File: config.mk
export PLATFORM = sky130hd
export DESIGN_NAME = riscv_mem_stage
export DESIGN_NICKNAME = d
export VERILOG_FILES = /design/src/rtl/riscv_mem_stage.sv
export SDC_FILE = /design/constraint.sdc
export NUM_CORES = 1
export LEC_CHECK = 0
export ABC_AREA = 1
export BUFFER_PORTS_ARGS = -buffer_cell sky130_fd_sc_hd__buf_4
export CAP_MARGIN = 10
export CORE_AREA = 2 2 124 126
export DETAILED_ROUTE_END_ITERATION = 6
export DIE_AREA = 0 0 126 128
export GPL_ROUTABILITY_DRIVEN = 0
export PLACE_DENSITY = 0.64
export RECOVER_POWER = 100
export SLEW_MARGIN = 20
export SYNTH_ARGS = -nofsm -noshare
export SYNTH_HDL_FRONTEND = slang
export SYNTH_SLANG_ARGS = --single-unit
File: constraint.sdc
create_clock -name clk_i -period 2.8 [get_ports clk_i]
set_input_delay 0.14 -clock clk_i [delete_from_list [all_inputs] [get_ports clk_i]]
set_output_delay 0.14 -clock clk_i [all_outputs]
set_load 0.01 [all_outputs]
File: src/rtl/riscv_mem_stage.sv
// MEM stage of the five-stage RISC-V pipeline.
// Resolves branches, runs data-memory loads/stores over req/gnt/rvalid,
// stalls upstream while an access is outstanding, and feeds the MEM/WB register.
module riscv_mem_stage #(
    parameter int unsigned XLEN          = 32,
    parameter int unsigned REGFILE_COUNT = 32
) (
    input  logic                             clk_i,
    input  logic                             rst_ni,
    input  logic                             alu_zero_i,
    input  logic [XLEN-1:0]                  alu_out_i,
    input  logic [XLEN-1:0]                  rs2_data_i,
    input  logic [XLEN-1:0]                  jp_addr_i,
    input  logic [$clog2(REGFILE_COUNT)-1:0] rd_i,
    input  logic [2:0]                       funct3_i,
    input  logic                             mem_to_reg_i,
    input  logic                             reg_write_i,
    input  logic                             mem_read_i,
    input  logic                             mem_write_i,
    input  logic                             branch_i,
    output logic                             dmem_req_o,
    output logic                             dmem_we_o,
    output logic [XLEN-1:0]                  dmem_addr_o,
    output logic [3:0]                       dmem_be_o,
    output logic [XLEN-1:0]                  dmem_wdata_o,
    input  logic                             dmem_gnt_i,
    input  logic                             dmem_rvalid_i,
    input  logic [XLEN-1:0]                  dmem_rdata_i,
    output logic                             pc_src_o,
    output logic [XLEN-1:0]                  branch_target_o,
    output logic                             stall_o,
    output logic [XLEN-1:0]                  mem_data_o,
    output logic [XLEN-1:0]                  alu_out_o,
    output logic [$clog2(REGFILE_COUNT)-1:0] rd_o,
    output logic                             mem_to_reg_o,
    output logic                             reg_write_o,
    output logic                             err_o
);

    typedef enum logic [1:0] {
        IDLE,
        REQ,
        WAIT
    } state_t;

    state_t state, state_next;

    logic       is_load;
    logic       is_store;
    logic [1:0] addr_lo;
    logic       load_f3_ok;
    logic       store_f3_ok;
    logic       misaligned;
    logic       illegal;
    logic       access_ok;
    logic       req;
    logic       stall;
    logic       done;
    logic [7:0] ld_byte;
    logic [15:0] ld_half;
    logic [XLEN-1:0] load_data;

    assign is_load  = mem_read_i & ~mem_write_i;
    assign is_store = mem_write_i & ~mem_read_i;
    assign addr_lo  = alu_out_i[1:0];

    // Branch resolution is independent of the memory FSM.
    assign pc_src_o        = branch_i & alu_zero_i;
    assign branch_target_o = jp_addr_i;

    // Classify the access: legal funct3 per direction and natural alignment.
    always_comb begin
        load_f3_ok  = 1'b0;
        store_f3_ok = 1'b0;
        misaligned  = 1'b0;
        case (funct3_i)
            3'b000, 3'b001, 3'b010: begin
                load_f3_ok  = 1'b1;
                store_f3_ok = 1'b1;
            end
            3'b100, 3'b101: load_f3_ok = 1'b1;
            default: ;
        endcase
        if (funct3_i[1:0] == 2'b01)
            misaligned = addr_lo[0];
        else if (funct3_i[1:0] == 2'b10)
            misaligned = (addr_lo != 2'b00);
    end

    assign illegal   = (mem_read_i & mem_write_i)
                     | (is_load & ~load_f3_ok)
                     | (is_store & ~store_f3_ok)
                     | ((is_load | is_store) & misaligned);
    assign access_ok = (is_load | is_store) & ~illegal;
    assign done      = (state == WAIT) & dmem_rvalid_i;

    // Handshake state register.
    always_ff @(posedge clk_i or negedge rst_ni) begin
        if (!rst_ni) state <= IDLE;
        else         state <= state_next;
    end

    // Next state, request and stall generation.
    always_comb begin
        state_next = state;
        req        = 1'b0;
        stall      = 1'b0;
        case (state)
            IDLE: begin
                if (access_ok) begin
                    req        = 1'b1;
                    stall      = 1'b1;
                    state_next = dmem_gnt_i ? WAIT : REQ;
                end
            end
            REQ: begin
                req   = 1'b1;
                stall = 1'b1;
                if (dmem_gnt_i) state_next = WAIT;
            end
            WAIT: begin
                if (dmem_rvalid_i) state_next = IDLE;
                else               stall      = 1'b1;
            end
            default: state_next = IDLE;
        endcase
    end

    // Request and stall drop the moment reset asserts, even with an access presented.
    assign dmem_req_o  = req & rst_ni;
    assign stall_o     = stall & rst_ni;
    assign dmem_we_o   = is_store;
    assign dmem_addr_o = {alu_out_i[XLEN-1:2], 2'b00};

    // Store lane placement and byte enables; loads always read the full word.
    always_comb begin
        dmem_be_o    = 4'b1111;
        dmem_wdata_o = rs2_data_i;
        if (is_store) begin
            case (funct3_i[1:0])
                2'b00: begin
                    dmem_be_o    = 4'b0001 << addr_lo;
                    dmem_wdata_o = {4{rs2_data_i[7:0]}};
                end
                2'b01: begin
                    dmem_be_o    = 4'b0011 << addr_lo;
                    dmem_wdata_o = {2{rs2_data_i[15:0]}};
                end
                default: ;
            endcase
        end
    end

    // Load lane extraction and sign/zero extension.
    always_comb begin
        case (addr_lo)
            2'b00:   ld_byte = dmem_rdata_i[7:0];
            2'b01:   ld_byte = dmem_rdata_i[15:8];
            2'b10:   ld_byte = dmem_rdata_i[23:16];
            default: ld_byte = dmem_rdata_i[31:24];
        endcase
        ld_half = addr_lo[1] ? dmem_rdata_i[31:16] : dmem_rdata_i[15:0];
        case (funct3_i)
            3'b000:  load_data = {{24{ld_byte[7]}}, ld_byte};
            3'b001:  load_data = {{16{ld_half[15]}}, ld_half};
            3'b100:  load_data = {24'h0, ld_byte};
            3'b101:  load_data = {16'h0, ld_half};
            default: load_data = dmem_rdata_i;
        endcase
    end

    // MEM/WB register: bubble while stalled, kill writeback on illegal access.
    always_ff @(posedge clk_i or negedge rst_ni) begin
        if (!rst_ni) begin
            mem_data_o   <= '0;
            alu_out_o    <= '0;
            rd_o         <= '0;
            mem_to_reg_o <= 1'b0;
            reg_write_o  <= 1'b0;
            err_o        <= 1'b0;
        end else if (stall) begin
            mem_to_reg_o <= 1'b0;
            reg_write_o  <= 1'b0;
            err_o        <= 1'b0;
        end else begin
            alu_out_o    <= alu_out_i;
            rd_o         <= rd_i;
            mem_to_reg_o <= mem_to_reg_i & ~illegal;
            reg_write_o  <= reg_write_i & ~illegal;
            err_o        <= illegal;
            if (done && is_load) mem_data_o <= load_data;
        end
    end

endmodule

==> flow_metrics.tcl <==
set metrics [dict create \
    outcome "finished, violations left" \
    violations "max-capacitance violations, max-slew violations" \
    fillerInstances 1686 \
    yosysWarnings 0 \
    path_cells "clkbuf_1, inv_1, ha_1, clkbuf_1, clkinv_1, nor2_1, clkbuf_1, o21ai_0, clkbuf_1" \
    grtUsageTotal 0.186 \
    clock_sinks 74 \
    clock_path_buffers 2 \
    synth_edf_count 0 \
    critPathKind "input port to output pin" \
    start_util 0.311 \
    period_needed_ps 2220 \
    yosysSeqAreaShare 0.401 \
    fin_skew_ps 4.92 \
    ant_nets 0 \
    die-area_sq_um 16100 \
    clk_latency_ps 340 \
    n_antenna_cell 0 \
    cap_violations 1 \
    post-route-drc-count 0 \
    grt_pass1_vias 4458 \
    seq_area_sq_um 1850 \
    multi_input_area_sq_um 1880 \
    cp-end-kind "output pin" \
    post_cts_resized 0 \
    critPathMaxStageDelay_ps 510 \
    cts_tree "built" \
    fmax_mhz 451 \
    final-hold-violation-count 0 \
    leakage_uw 0.00316 \
    grt_max_degree 43 \
    worst_pin_slew_ps 1520 \
    met2_usage 0.298 \
    ys_ff_latch 74 \
    synth_cells 646 \
    hold_path_class "input port to flop" \
    fin_crit_sh 0.793 \
    drive_gt1_frac 0.180 \
    power.total_uw 4520 \
    gr-max-usage-layer "met2" \
    ios 322 \
    synth_cell_types 26 \
    cts_buffers 9 \
    cp.required_ps 2660 \
    fin_nets 964 \
    routed_via_density 4.74 \
    hpwlAfterDp_um 11300 \
    wl_um 15500 \
    relSlewSlack -0.0106 \
    drt_iter0_drc 337 \
    setup-tns-final_ps 0 \
    place.port_buffers 255 \
    rsz0062_at_grt "no" \
    startpoint_type "input port" \
    core_area_sq_um 14900 \
    h-tree-depth 3 \
    slew_viol_final 34 \
    power_density_nw_per_um2 762 \
    die_x_um 126 \
    grt_antenna_before_repair 0 \
    path_max_fanout 12 \
    setup_violations 0 \
    rows 45 \
    path_clk_slew_ps 60 \
    synthArstFlopShare 1.00 \
    netlist_area_sq_um 4620 \
    area_growth_pct 28.3 \
    vias 4780 \
    peakVddDrop_mv 0.261 \
    grt-ovfl-total 0 \
    synth_area_per_cell_sq_um 7.15 \
    cp_slowest_cell "clkbuf_1" \
    met1_usage 0.241 \
    synth-main-ff-cell "dfrtp_1" \
    post_drt_wl_per_cell_um 15.4 \
    cts-root-buf "clkbuf_16" \
    cts_setup_buffers 0 \
    die_y_um 128 \
    grt_pass1_wl_um 23800 \
    cpMostUsedCell "clkbuf_1" \
    firstDrtPassIters 5 \
    use_met3 0.0422 \
    arrival_ps 2080 \
]
## cells by family after synthesis
kind of cell | Yosys count | share of synthesized area
compound gates | 67 | 0.0865
flops | 74 | 0.401
buf+inv | 146 | 0.190
fa+ha+maj | 3 | 0.00813
other cells | 1 | 0.000812
simple gates | 355 | 0.313
## repair_timing
action	in CTS	in global routing
endpoints found under the setup margin	0	0
hold buffers	2	0
hold endpoints to repair	33	0
## area by class of cell
class,instances,share of cell area
multi-input combinational,427,0.318
tap,188,0.0397
sequential,74,0.313
timing repair buffer,266,0.246
clock inverter,5,0.0182
inverter,37,0.0234
clock buffer,11,0.0427
## worst paths after layout
| kind | from | end | slack (ps) | cells after the start |
|---|---|---|---|---|
| min in group asynchronous | rst_ni | alu_out_o[6]$_DFFE_PN0N_ | 290 | 2 |
| setup reg to reg | state[1]$_DFFE_PN0P_ | mem_data_o[6]$_DFFE_PN0P_ | 660 | 5 |
| hold / removal | rd_i[1] | rd_o[1]$_DFFE_PN0N_ | 30 | 3 |
| hold reg to reg | alu_out_o[20]$_DFFE_PN0N_ | alu_out_o[20]$_DFFE_PN0N_ | 470 | 2 |
| max in group asynchronous | rst_ni | mem_data_o[4]$_DFFE_PN0P_ | 1100 | 3 |
| setup / recovery | mem_read_i | dmem_wdata_o[9] | 580 | 9 |
## critical path, delay by kind of cell
kind,cells,cell delay (ps)
adders and majority gates,1,130
and+or+nand+nor,1,150
buffers and inverters,6,1460
AOI/OAI and AO/OA,1,180
## cell usage in the layout (no fill, tap or decap)
cell / n
a21boi_0: 1
a21oi_1: 12
a22oi_1: 1
buf_4: 118
bufinv_16: 3
clkbuf_1: 145
clkbuf_16: 9
clkbuf_2: 1
clkbuf_8: 2
clkinv_1: 1
clkinv_4: 1
conb_1: 2
dfrtp_1: 74
dlygate4sd3_1: 2
ha_1: 3
inv_1: 31
inv_2: 5
inv_6: 1
nand2_1: 273
nand2_2: 1
nand3_1: 65
nand3_2: 1
nand4_2: 1
nor2_1: 9
nor2_2: 5
o211ai_1: 16
o21a_1: 2
o21ai_0: 22
o21ai_1: 5
o22ai_1: 8
## metrics by stage
step | hold slack (ps) | std cells | util | setup WS [ps] | area, sq um
finish | 28.8 | 1008 | 0.399 | 581 | 5930
global route | 23.3 | 1008 | 0.399 | 379 | 5930
CTS | 10.3 | 1008 | 0.436 | 840 | 6480
detailed placement | 113 | 990 | 0.410 | 795 | 6100
global placement | 118 | 990 | 0.410 | 796 | 6100
floorplan | -156 | 647 | - | 1270 | 4620
## synthesized netlist by cell type (5+ instances only)
library cell    n  area, sq um
a21oi_1        11         55.1
buf_2          15         75.1
buf_4          79          593
clkbuf_1       12         45.0
dfrtp_1        74         1850
inv_1          31          116
inv_2           6         22.5
nand2_1       272         1020
nand3_1        65          325
nor2_1          9         33.8
nor2_2          5         31.3
o211ai_1       16          120
o21ai_0        22          110
o21ai_1         5         25.0
o22ai_1         8         50.1
## power breakdown
group,internal [uW],switching (uW)
registers,1450,217
logic,529,933
clock network,924,465
## metal layers
layer,part of all wire,up-vias,routed length [um]
met5,0,-,0
met2,0.49,233,7590
met4,0.027,0,422
met1,0.41,2200,6290
met3,0.078,33,1200
li1,-,2314,-
## state kept, by name (all words and copies together), names as in the netlist
| signal | flops |
|---|---|
| mem_data_o | 32 |
| rd_o | 5 |
| err_o | 1 |
| reg_write_o | 1 |
| mem_to_reg_o | 1 |
| alu_out_o | 32 |
| state | 2 |
No activity file was read; power rests on OpenSTA's default activity.
